$ cat src/rtl/booth_ctrl_if.sv
// Control/status bundle between the Booth multiplier controller and its datapath.
// The controller takes the master modport; the datapath (and start requester) the slave.
interface booth_ctrl_if;
    logic start;
    logic q0;
    logic qm1;
    logic eqz;
    logic ldA;
    logic clrA;
    logic sftA;
    logic ldQ;
    logic clrQ;
    logic sftQ;
    logic clrff;
    logic ldM;
    logic addsub;
    logic ldcnt;
    logic decr;
    logic busy;
    logic done;

    modport master (
        input  start, q0, qm1, eqz,
        output ldA, clrA, sftA, ldQ, clrQ, sftQ, clrff, ldM,
               addsub, ldcnt, decr, busy, done
    );

    modport slave (
        output start, q0, qm1, eqz,
        input  ldA, clrA, sftA, ldQ, clrQ, sftQ, clrff, ldM,
               addsub, ldcnt, decr, busy, done
    );
endinterface

$ cat src/rtl/booth_ctrl.sv
// Moore control FSM for a radix-2 Booth multiplier: loads M and Q, then runs
// WIDTH evaluate/add-sub/shift iterations and pulses done with {A,Q} valid.
module booth_ctrl #(
    parameter int WIDTH = 16
) (
    input logic        clk,
    input logic        rst,
    booth_ctrl_if.master bus
);

    // WIDTH sets the datapath counter preload; the FSM itself relies on eqz.
    if (WIDTH < 1) begin : g_width_check
        $error("booth_ctrl: WIDTH must be at least 1");
    end

    typedef enum logic [2:0] {
        S_IDLE   = 3'd0,
        S_LOAD_M = 3'd1,
        S_LOAD_Q = 3'd2,
        S_EVAL   = 3'd3,
        S_ADD    = 3'd4,
        S_SUB    = 3'd5,
        S_SHIFT  = 3'd6,
        S_DONE   = 3'd7
    } state_t;

    state_t state;
    state_t state_nxt;

    always_ff @(posedge clk) begin
        if (rst) begin
            state <= S_IDLE;
        end else begin
            state <= state_nxt;
        end
    end

    always_comb begin
        state_nxt = S_IDLE;
        case (state)
            S_IDLE:   state_nxt = bus.start ? S_LOAD_M : S_IDLE;
            S_LOAD_M: state_nxt = S_LOAD_Q;
            S_LOAD_Q: state_nxt = S_EVAL;
            S_EVAL: begin
                // Counter exhaustion wins over the Booth pair.
                if (bus.eqz) begin
                    state_nxt = S_DONE;
                end else begin
                    case ({bus.q0, bus.qm1})
                        2'b10:   state_nxt = S_SUB;
                        2'b01:   state_nxt = S_ADD;
                        default: state_nxt = S_SHIFT;
                    endcase
                end
            end
            S_ADD:    state_nxt = S_SHIFT;
            S_SUB:    state_nxt = S_SHIFT;
            S_SHIFT:  state_nxt = S_EVAL;
            S_DONE:   state_nxt = S_IDLE;
            default:  state_nxt = S_IDLE;
        endcase
    end

    always_comb begin
        bus.ldA    = 1'b0;
        bus.clrA   = 1'b0;
        bus.sftA   = 1'b0;
        bus.ldQ    = 1'b0;
        bus.clrQ   = 1'b0;
        bus.sftQ   = 1'b0;
        bus.clrff  = 1'b0;
        bus.ldM    = 1'b0;
        bus.addsub = 1'b0;
        bus.ldcnt  = 1'b0;
        bus.decr   = 1'b0;
        bus.busy   = (state != S_IDLE);
        bus.done   = 1'b0;
        case (state)
            S_LOAD_M: begin
                bus.ldM   = 1'b1;
                bus.clrA  = 1'b1;
                bus.clrff = 1'b1;
                bus.ldcnt = 1'b1;
            end
            S_LOAD_Q: bus.ldQ = 1'b1;
            S_ADD: begin
                bus.ldA    = 1'b1;
                bus.addsub = 1'b1;
            end
            S_SUB:    bus.ldA = 1'b1;
            S_SHIFT: begin
                bus.sftA = 1'b1;
                bus.sftQ = 1'b1;
                bus.decr = 1'b1;
            end
            S_DONE:   bus.done = 1'b1;
            default: ;
        endcase
    end

endmodule

$ cat src/flat_wrapper.sv
// flat-port wrapper written by rule: the top's interface ports become plain ports
module booth_ctrl_flat 
#(
    parameter int WIDTH = 16
)
  (clk, rst, bus_start, bus_q0, bus_qm1, bus_eqz, bus_ldA, bus_clrA, bus_sftA, bus_ldQ, bus_clrQ, bus_sftQ, bus_clrff, bus_ldM, bus_addsub, bus_ldcnt, bus_decr, bus_busy, bus_done);
  booth_ctrl_if bus_i ();
  input logic clk;
  input logic rst;
  input wire logic [$bits(bus_i.start)-1:0] bus_start;
  input wire logic [$bits(bus_i.q0)-1:0] bus_q0;
  input wire logic [$bits(bus_i.qm1)-1:0] bus_qm1;
  input wire logic [$bits(bus_i.eqz)-1:0] bus_eqz;
  output wire logic [$bits(bus_i.ldA)-1:0] bus_ldA;
  output wire logic [$bits(bus_i.clrA)-1:0] bus_clrA;
  output wire logic [$bits(bus_i.sftA)-1:0] bus_sftA;
  output wire logic [$bits(bus_i.ldQ)-1:0] bus_ldQ;
  output wire logic [$bits(bus_i.clrQ)-1:0] bus_clrQ;
  output wire logic [$bits(bus_i.sftQ)-1:0] bus_sftQ;
  output wire logic [$bits(bus_i.clrff)-1:0] bus_clrff;
  output wire logic [$bits(bus_i.ldM)-1:0] bus_ldM;
  output wire logic [$bits(bus_i.addsub)-1:0] bus_addsub;
  output wire logic [$bits(bus_i.ldcnt)-1:0] bus_ldcnt;
  output wire logic [$bits(bus_i.decr)-1:0] bus_decr;
  output wire logic [$bits(bus_i.busy)-1:0] bus_busy;
  output wire logic [$bits(bus_i.done)-1:0] bus_done;
  assign bus_i.start = bus_start;
  assign bus_i.q0 = bus_q0;
  assign bus_i.qm1 = bus_qm1;
  assign bus_i.eqz = bus_eqz;
  assign bus_ldA = bus_i.ldA;
  assign bus_clrA = bus_i.clrA;
  assign bus_sftA = bus_i.sftA;
  assign bus_ldQ = bus_i.ldQ;
  assign bus_clrQ = bus_i.clrQ;
  assign bus_sftQ = bus_i.sftQ;
  assign bus_clrff = bus_i.clrff;
  assign bus_ldM = bus_i.ldM;
  assign bus_addsub = bus_i.addsub;
  assign bus_ldcnt = bus_i.ldcnt;
  assign bus_decr = bus_i.decr;
  assign bus_busy = bus_i.busy;
  assign bus_done = bus_i.done;
  booth_ctrl #(.WIDTH(WIDTH)) u_core (.clk(clk), .rst(rst), .bus(bus_i));
endmodule
$ cat config.mk
export PLATFORM = sky130hd
export DESIGN_NAME = booth_ctrl_flat
export DESIGN_NICKNAME = d
export VERILOG_FILES = /design/src/rtl/booth_ctrl_if.sv /design/src/rtl/booth_ctrl.sv /design/src/flat_wrapper.sv
export SDC_FILE = /design/constraint.sdc
export NUM_CORES = 1
export LEC_CHECK = 0
export ABC_AREA = 1
export BUFFER_PORTS_ARGS = -buffer_cell sky130_fd_sc_hd__buf_2
export CAP_MARGIN = 20
export CORE_AREA = 4 4 41 43
export CTS_CLUSTER_SIZE = 24
export DETAILED_ROUTE_END_ITERATION = 16
export DIE_AREA = 0 0 45 47
export MAX_ROUTING_LAYER = met4
export PLACE_DENSITY = 0.5
export SKIP_LAST_GASP = 1
export SYNTH_ARGS = -nofsm -noshare
export SYNTH_HDL_FRONTEND = slang
export SYNTH_SLANG_ARGS = --single-unit
$ cat constraint.sdc
create_clock -name clk -period 1.2 [get_ports clk]
set_input_delay 0.12 -clock clk [delete_from_list [all_inputs] [get_ports clk]]
set_output_delay 0.12 -clock clk [all_outputs]
set_load 0.005 [all_outputs]
## Word level (Yosys, flattened, before mapping)

Index checks and enable logic that the tools add are counted.

| storage, ports and cells | value |
|---|---|
| logic and storage cells | 24 |
| bits of input ports | 6 |
| output and inout bits | 13 |
| register bits after elaboration | 3 |

| operators by class | value |
|---|---|
| muxes and demuxes | 10 |
| eq/ne operators | 9 |
| reduce and logical (&&, ||, !) cells | 4 |

Operators by type and width:

| kind | number |
|---|---|
| $pmux 3 s6 | 1 |
| $eq 3x3->1 const B | 4 |
| $mux 1 | 7 |
| $eq 3x2->1 const B | 2 |
| $pmux 2 s2 | 1 |
| $reduce_or 2->1 | 2 |
| $eq 3x1->1 const B | 1 |
| $logic_not 3->1 | 1 |
| $mux 3 | 1 |
| $reduce_bool 3->1 | 1 |
| $eq 2x1->1 const B | 1 |
| $eq 2x2->1 const B | 1 |

## Logic depth before layout (Yosys ltp)

Gate-level depths: netlist of the first run.

| logic depth | value |
|---|---|
| word-level depth | 4 |
| gate-level depth with buffers | 8 |
| mapped depth without buffers | 8 |

## Worst setup path before layout of the first run

Ideal clock, no wire load.

| timing | value |
|---|---|
| path kind | flip-flop to output port |
| from | register u_core.state[0] |
| to | output port bus_clrff |
| slack | 0.178 ns |
| cell stages (with the launch flop) | 4 |
| data arrival time | 0.902 ns |
| data required time | 1.080 ns |
| path buffers | 1 |
| cell sequence | dfxtp_1 > inv_1 > nor3_1 > buf_4 |

| on the way | value |
|---|---|
| longest elaborated chain between the ends | 2 |

RTL lines:

| element | RTL line | text |
|---|---|---|
| from (decl) | booth_ctrl.sv:27 | `state_t state;` |
| from (signal assigned) | booth_ctrl.sv:34 | `state <= state_nxt;` |
| $eq 3x1->1 | - |  |
| $mux 1 | - |  |
| to (decl) | flat_wrapper.sv:20 | `output wire logic [$bits(bus_i.clrff)-1:0] bus_clrff;` |

No other way between the ends.

## Final worst setup path of the first run

| timing | value |
|---|---|
| from | register u_core.state[0] |
| to | output port bus_clrff |

| on the way | value |
|---|---|
| longest elaborated chain between the ends | 2 |

RTL lines:

| element | RTL line | text |
|---|---|---|
| $eq 3x1->1 | booth_ctrl.sv:78 | `case (state)` |
| $mux 1 | booth_ctrl.sv:78 |  |

No other way between the ends.

==> impl_metrics.env, run 1 <==
export IMPL_outcome="completed"
export IMPL_antenna_cells=0
export IMPL_die_area_um2=2120
export IMPL_critPathCaptureType="output pin"
export IMPL_dr_pass1_iters=2
export IMPL_cp_start_kind="register"
export IMPL_final_hold_violation_count=0
export IMPL_final_layout_size_suffix_gt1_share_pct=58.9
export IMPL_reg_top3="u_core.state: 3 flops"
export IMPL_p_leak_uw=0.000221
export IMPL_totalWireLength_um=545
export IMPL_start_util_pct=19.8
export IMPL_syn_area_um2=258
export IMPL_synth_nets=48
export IMPL_grt_overflow=0
export IMPL_tns_ns=0
export IMPL_multi_input_area_um2=126
export IMPL_drt_iter0_drc=4
export IMPL_core_area_um2=1300
export IMPL_die_h_um=47
export IMPL_min_period_over_period_pct=90.6
export IMPL_io_pins=19
export IMPL_seq_area_um2=62.6
export IMPL_max_stage_delay_ns=0.35
export IMPL_yosysSeqAreaShare_pct=23.3
export IMPL_ant_nets=0
export IMPL_cellPowerDensity_nw_per_um2=1380
export IMPL_nNetsFinal=64
export IMPL_syn_to_final_growth_pct=36.9
export IMPL_min_path_type="input port to register"
export IMPL_first_global_vias=230
export IMPL_max_freq_ghz=0.920
export IMPL_vias=271
export IMPL_wl_per_cell_um=7.68
export IMPL_syn_inst=41
export IMPL_grt_util_all_layers_pct=5.94
export IMPL_synth_distinct_cells=14
export IMPL_place_area_um2=317
export IMPL_yosys_warnings=0
export IMPL_clock_sinks=3
export IMPL_numPlacedInstances=67
export IMPL_clk_pin_slew_ns=0.04
export IMPL_clk_path_buf_depth=2
export IMPL_crit_arrival_ns=0.97
export IMPL_rsz0062_at_grt="false"
export IMPL_final_cell_count_no_fill=71
export IMPL_place_congestion=0.719
export IMPL_crit_type="register to output pin"
export IMPL_die_x_um=45
export IMPL_worst_ep_required_time_ns=1.08
export IMPL_tritoncts="yes"
export IMPL_ys_ff_latch=3
export IMPL_crit_chain="inv_2 -> nor3_2 -> buf_2"
export IMPL_fin_area_um2=353
export IMPL_cts_max_level=1
export IMPL_period_minus_slack_ns=1.09
export IMPL_grt_max_degree=8
export IMPL_cp_slowest_cell="dfxtp_1"
export IMPL_drt_vias_per_instance=3.82
export IMPL_maxCapViolations=0
export IMPL_finalMaxSlewViolations=0
export IMPL_peakVddDrop_v=0.000400
export IMPL_cts_made_buffers=3
export IMPL_dpl_hpwl_um=487
export IMPL_clk_latency_ns=0.23
export IMPL_post_cts_buffers=0
export IMPL_remaining_drc_errors=0
export IMPL_num_rows=13
export IMPL_finalSetupViolations=0
export IMPL_worst_clock_skew_ns=0.0000893
export IMPL_grt_pass1_wl_um=821
export IMPL_fillerInstances=159
export IMPL_cts_root_buf="clkbuf_4"
export IMPL_io_buffers=17
export IMPL_syn_area_per_cell_um2=6.29
export IMPL_critical_path_max_fanout=4
export IMPL_top_register="u_core.state"
export IMPL_largest_reg_flops=3
export IMPL_antenna_found_initial=0
report_power, final:
| part | total [uW] | internal (uW) | switching (uW) | leakage, uW |
|---|---|---|---|---|
| clock | 173 | 124 | 49.1 | 0.0000150 |
| combinational | 172 | 77.0 | 95.0 | 0.000181 |
| sequential | 143 | 119 | 23.8 | 0.0000255 |
| total | 489 | 321 | 168 | 0.000221 |
final timing paths:
path | from | end | slack (ns) | cells after the start
max | u_core.state[0]$_SDFF_PP0_ | bus_clrff | 0.11 | 3
min | rst | u_core.state[2]$_SDFF_PP0_ | 0.06 | 2
max reg2reg | u_core.state[0]$_SDFF_PP0_ | u_core.state[0]$_SDFF_PP0_ | 0.39 | 5
min reg2reg | u_core.state[0]$_SDFF_PP0_ | u_core.state[1]$_SDFF_PP0_ | 0.60 | 4
critical path, delay by kind of cell, from the launching register on:
kind / cells / cell delay [ns]
DFF: 1 / 0.35
buffers and inverters: 2 / 0.22
and+or+nand+nor: 1 / 0.17
metal layers:
layer	wire length (um)	GRT usage, %	vias up
met3	60	2.68	0
li1	-	-	146
met4	0	7.02	0
met2	294	9.32	10
met5	0	-	-
met1	190	4.75	115
cell families (layout without fill, tap and decap cells):
logic type | after synthesis | count (layout) | share of synthesized area, %
flip-flops | 3 | 3 | 23.3
buffers and inverters | 15 | 30 | 30.6
AND/OR/NAND/NOR | 18 | 18 | 31.1
adder cells (fa/ha/maj) | 1 | 1 | 4.85
other | 1 | 1 | 1.45
AO/OA/AOI/OAI | 3 | 3 | 8.74
layout make-up:
type,count,area share (%)
Timing Repair Buffer,17,24.1
Multi-Input combinational cell,23,35.8
Inverter,9,9.57
Clock buffer,4,7.45
Tap cell,15,5.32
Sequential cell,3,17.7
stage by stage:
stage	power, uW	setup WS [ns]	utilization [%]	hold slack [ns]
final	489	0.113	27.1	0.0600
after global routing	531	0.0203	27.1	0.0619
after CTS	499	0.0206	26.8	0.0630
after detailed placement	311	0.201	24.3	0.308
after global placement	312	0.216	24.3	0.300
after floorplan	269	0.178	-	0.187
what timing repair did:
item                                    4_1_cts  5_1_grt
gates resized for setup                       2        3
endpoints found under the setup margin        7        4
hold buffers                                  0        0
hold endpoints to repair                      0        0
synthesized netlist by cell type, drive strengths merged:
library cell / count / share of area, %
o21ai: 1 / 1.9
buf: 6 / 17
nand2: 7 / 11
a21oi: 2 / 6.8
conb: 1 / 1.5
inv: 9 / 13
nor2: 7 / 12
nor3: 2 / 3.9
nand3: 2 / 3.9
ha: 1 / 4.9
dfxtp: 3 / 23
cells in the final DEF, fill, tap and decap left out, drive strengths merged:
cell type	instances
inv	9
conb	1
dfxtp	3
nand3	2
a21oi	2
buf	17
nor2	7
nor3	2
o21ai	1
nand2	7
ha	1
clkbuf	4
Note: power is estimated with default switching activity, not from simulation.
==> run 2: changes to the inputs <==
- ABC_AREA: 1 -> default
==> impl_metrics.env, run 2 <==
export IMPL_dpl_hpwl_um=470
export IMPL_grt_util_all_layers_pct=7.83
export IMPL_min_period_over_period_pct=93.5
export IMPL_min_to="u_core.state[0]$_SDFF_PP0_"
export IMPL_reg2regPathDepth=2
export IMPL_synth_distinct_cells=18
export IMPL_clock_sinks=3
export IMPL_totalWireLength_um=592
export IMPL_min_path_cells=2
export IMPL_vias=251
export IMPL_grt_overflow=0
export IMPL_tritoncts="yes"
export IMPL_finalSetupViolations=0
export IMPL_tns_ns=0
export IMPL_crit_type="register to output pin"
export IMPL_r2r_start="u_core.state[2]$_SDFF_PP0_"
export IMPL_crit_arrival_ns=1.00
export IMPL_largest_reg_flops=3
export IMPL_final_hold_violation_count=0
export IMPL_maxCapViolations=0
export IMPL_top_register="u_core.state"
export IMPL_synthTopCellsByArea="dfxtp_1, buf_4, a221oi_2"
export IMPL_async_reset_ff_share_pct=0
export IMPL_period_minus_slack_ns=1.12
export IMPL_reg_top3="u_core.state: 3 flops"
export IMPL_worst_clock_skew_ns=0.000446
export IMPL_dr_pass1_iters=2
export IMPL_min_path_type="input port to register"
export IMPL_ys_ff_latch=3
export IMPL_synthFlopType="dfxtp_1"
export IMPL_yosys_area_top_type="dfxtp_1"
export IMPL_r2r_slack_ns=0.32
export IMPL_hp_start="rst"
export IMPL_crit_family="flip-flops"
export IMPL_io_buffers=17
export IMPL_cp_start_kind="register"
export IMPL_outcome="completed"
export IMPL_clk_pin_slew_ns=0.04
export IMPL_cts_made_buffers=3
export IMPL_p_leak_uw=0.000196
export IMPL_die_area_um2=2120
export IMPL_io_pins=19
export IMPL_syn_inst=32
export IMPL_wl_per_cell_um=9.87
export IMPL_synth_nets=39
export IMPL_core_area_um2=1300
export IMPL_num_rows=13
export IMPL_syn_area_per_cell_um2=7.86
export IMPL_r2r_end="u_core.state[1]$_SDFF_PP0_"
export IMPL_place_area_um2=294
export IMPL_yosys_warnings=0
export IMPL_multi_input_area_um2=146
export IMPL_grt_max_degree=10
export IMPL_final_layout_size_suffix_gt1_share_pct=62.2
export IMPL_cp_slowest_cell="dfxtp_2"
export IMPL_drt_vias_per_instance=4.18
export IMPL_place_congestion=0.699
export IMPL_fillerInstances=161
export IMPL_cts_root_buf="clkbuf_4"
export IMPL_fin_area_um2=360
export IMPL_antenna_found_initial=0
export IMPL_syn_to_final_growth_pct=43.3
export IMPL_start_util_pct=19.3
export IMPL_cts_max_level=1
export IMPL_first_global_vias=244
export IMPL_crit_chain="nor3_2 -> inv_1 -> buf_2"
export IMPL_die_h_um=47
export IMPL_yosysSeqAreaShare_pct=23.9
export IMPL_max_stage_delay_ns=0.37
export IMPL_remaining_drc_errors=0
export IMPL_finalMaxSlewViolations=0
export IMPL_ant_nets=0
export IMPL_peakVddDrop_v=0.000551
export IMPL_cellPowerDensity_nw_per_um2=1260
export IMPL_syn_area_um2=251
export IMPL_ctsHoldBuffers=0
export IMPL_path_buf_inv=2
export IMPL_synth_edf_count=0
export IMPL_worst_ep_required_time_ns=1.08
export IMPL_grt_pass1_wl_um=1010
export IMPL_nNetsFinal=53
export IMPL_seq_area_um2=68.8
export IMPL_critPathCaptureType="output pin"
export IMPL_post_synth_top_count_cell="buf_4"
export IMPL_rsz0062_at_grt="true"
export IMPL_clk_path_buf_depth=2
export IMPL_clk_latency_ns=0.23
export IMPL_die_x_um=45
export IMPL_layout_common_cells="buf_2, inv_1, clkbuf_4"
export IMPL_max_freq_ghz=0.892
export IMPL_antenna_cells=0
export IMPL_final_common_cell="buf_2"
export IMPL_critical_path_max_fanout=9
export IMPL_synth_top_area_share_pct=23.9
export IMPL_yosys_top_cells_count="buf_4, inv_1, dfxtp_1, nor2_1"
export IMPL_drt_iter0_drc=3
[run 2: changes by cell type in the layout (fill, tap and decap cells not counted), sizes merged, moves of 2 or more]
cell,delta
nor2,-4
nand2b,+2
inv,-5
nand2,-7
nand3,-2
o21bai,+2
[run 2: repair_timing]
| item | CTS | global route |
|---|---|---|
| resized for setup | 3 | 9 |
| setup buffers | 0 | 0 |
| setup endpoints to repair | 8 | 12 |
[run 2: how the worst max path moves through the flow]
stage | startpoint | endpoint | slack, ns | cells after the start
2_1_floorplan | u_core.state[1]$_SDFF_PP0_ | bus_clrff | 0.09 | 3
3_3_place_gp | u_core.state[0]$_SDFF_PP0_ | bus_clrA | 0.19 | 2
3_5_place_dp | u_core.state[0]$_SDFF_PP0_ | bus_clrff | 0.13 | 2
4_1_cts | u_core.state[2]$_SDFF_PP0_ | bus_busy | -0.02 | 3
5_1_grt | u_core.state[2]$_SDFF_PP0_ | bus_addsub | -0.02 | 3
6_report | u_core.state[2]$_SDFF_PP0_ | bus_busy | 0.08 | 3
[run 2: layout make-up]
type,instances,area share (%)
inverters,4,4.17
flip-flops and latches,3,19.1
multi-input cells,17,40.6
well taps,15,5.21
clock buffers,4,7.29
repair buffers,17,23.6
[run 2: metrics by stage]
step	utilization, %	hold WS [ns]	cells	setup WS [ns]	total power, uW
CTS	25.3	0.0854	60	-0.0170	437
global placement	22.6	0.325	56	0.189	250
detailed placement	22.6	0.329	56	0.131	250
finish	27.7	0.0819	60	0.0785	453
global route	27.7	0.0829	60	-0.0209	491
floorplan	-	0.186	32	0.0935	224
[run 2: where the power goes]
part	internal, uW	switching [uW]
clock network	124	49.8
registers	117	34.2
logic	72.5	55.3
[run 2: cells by family (layout without fill, tap and decap cells)]
group,count (synthesis),in the layout,synth area share (%)
simple gates,9,9,19.9
flops,3,3,23.9
other cells,1,1,1.49
buf+inv,12,25,30.3
fa+ha+maj,1,1,4.97
compound gates,6,6,19.4
[run 2: metal layers]
layer	global-route usage [%]	share of wire, %	vias to the layer above
li1	-	-	126
met5	-	0	-
met3	3.83	7.8	2
met1	7.27	43	112
met2	10.2	45	11
met4	10.5	4.1	0
==> run 3: changes to the inputs <==
==> constraint.sdc (replaced) <==
create_clock -name clk -period 1.2 [get_ports clk]
set_input_delay 0.06 -clock clk [delete_from_list [all_inputs] [get_ports clk]]
set_output_delay 0.06 -clock clk [all_outputs]
set_load 0.005 [all_outputs]
==> impl_metrics.env, run 3 (synthesis results as in run 2) <==
export IMPL_grt_overflow=0
export IMPL_worst_ep_required_time_ns=1.14
export IMPL_rsz0062_at_grt="true"
export IMPL_fin_area_um2=338
export IMPL_final_hold_violation_count=0
export IMPL_first_global_vias=238
export IMPL_crit_start="u_core.state[2]$_SDFF_PP0_"
export IMPL_remaining_drc_errors=0
export IMPL_place_area_um2=294
export IMPL_cts_root_buf="clkbuf_4"
export IMPL_crit_arrival_ns=1.05
export IMPL_r2r_start="u_core.state[1]$_SDFF_PP0_"
export IMPL_crit_chain="nor3_1 -> inv_1 -> buf_2"
export IMPL_syn_to_final_growth_pct=34.3
export IMPL_top_register="u_core.state"
export IMPL_clk_path_buf_depth=2
export IMPL_cellPowerDensity_nw_per_um2=1290
export IMPL_p_leak_uw=0.000190
export IMPL_final_common_cell="buf_2"
export IMPL_totalWireLength_um=592
export IMPL_outcome="completed"
export IMPL_drt_vias_per_instance=4.20
export IMPL_drt_iter0_drc=5
export IMPL_die_area_um2=2120
export IMPL_max_stage_delay_ns=0.37
export IMPL_cts_made_buffers=3
export IMPL_io_buffers=17
export IMPL_cp_slowest_cell="dfxtp_2"
export IMPL_clk_pin_slew_ns=0.04
export IMPL_finalMaxSlewViolations=0
export IMPL_die_h_um=47
export IMPL_multi_input_area_um2=129
export IMPL_power_uw=437
export IMPL_vias=252
export IMPL_maxCapViolations=0
export IMPL_clock_sinks=3
export IMPL_post_cts_buffers=0
export IMPL_num_rows=13
export IMPL_reg_top3="u_core.state: 3 flops"
export IMPL_io_pins=19
export IMPL_final_layout_size_suffix_gt1_share_pct=57.8
export IMPL_grt_util_all_layers_pct=7.75
export IMPL_grt_pass1_wl_um=993
export IMPL_die_x_um=45
export IMPL_antenna_found_initial=0
export IMPL_fillerInstances=164
export IMPL_place_congestion=0.699
export IMPL_max_freq_ghz=0.901
export IMPL_antenna_cells=0
export IMPL_min_path_type="input port to register"
export IMPL_core_area_um2=1300
export IMPL_layout_common_cells="buf_2, inv_1, clkbuf_4, dfxtp_2"
export IMPL_wl_per_cell_um=9.87
export IMPL_clk_latency_ns=0.23
export IMPL_cts_max_level=1
export IMPL_critical_path_max_fanout=9
export IMPL_dr_pass1_iters=3
export IMPL_ant_nets=0
export IMPL_largest_reg_flops=3
export IMPL_worst_clock_skew_ns=0.000538
export IMPL_finalSetupViolations=0
export IMPL_peakVddDrop_v=0.000526
export IMPL_tritoncts="yes"
export IMPL_seq_area_um2=63.8
export IMPL_start_util_pct=19.3
export IMPL_grt_max_degree=10
export IMPL_cp_start_kind="register"
export IMPL_crit_type="register to output pin"
export IMPL_period_minus_slack_ns=1.11
export IMPL_min_period_over_period_pct=92.5
export IMPL_dpl_hpwl_um=470
export IMPL_nNetsFinal=53
export IMPL_critPathCaptureType="output pin"
export IMPL_hp_start="rst"
[run 3: metrics by stage]
stage | cells | util [%] | setup TNS [ns] | hold WS (ns) | worst slack (ns)
after floorplan | 32 | - | 0 | 0.126 | 0.154
after global placement | 56 | 22.6 | 0 | 0.265 | 0.220
after detailed placement | 56 | 22.6 | 0 | 0.269 | 0.191
after CTS | 60 | 25.1 | 0 | 0.0254 | 0.0351
after global routing | 60 | 26.0 | -0.0324 | 0.0241 | -0.0112
final | 60 | 26.0 | 0 | 0.0235 | 0.0902
[run 3: worst paths after layout]
path	cells after the start	to	slack [ns]
min reg2reg	1	u_core.state[1]$_SDFF_PP0_	0.53
min	2	u_core.state[0]$_SDFF_PP0_	0.02
max	3	bus_busy	0.09
max reg2reg	2	u_core.state[0]$_SDFF_PP0_	0.29
[run 3: final cells by class]
cell class	instances	share of cell area, %
multi-input cells	17	38.1
repair buffers	17	25.2
flip-flops and latches	3	18.9
clock buffers	4	7.78
well taps	15	5.56
inverters	4	4.44
[run 3: critical path, delay by kind of cell (launching register included)]
family,cells,cell delay (ns)
buffers and inverters,2,0.20
AND/OR/NAND/NOR,1,0.25
flip-flops,1,0.37
[run 3: per-layer routing]
metal / part of all wire (%) / GRT usage, % / vias to the layer above / wire length (um)
li1: - / - / 125 / -
met1: 44 / 7.27 / 114 / 261
met5: 0 / - / - / 0
met3: 7.8 / 3.83 / 2 / 46
met2: 44 / 9.89 / 11 / 258
met4: 4.2 / 10.5 / 0 / 25
[run 3: power breakdown]
part           internal [uW]  leakage, uW  switching, uW
Clock                    125    0.0000150           50.8
Sequential               116    0.0000258           28.8
Combinational           64.6     0.000149           52.8
Total                    305     0.000190            132
[run 3: timing repair]
action	CTS	global route
gates cloned	0	0
endpoints found under the hold margin	0	0
gates resized for setup	2	4
hold buffers	0	0
setup endpoints to repair	7	10
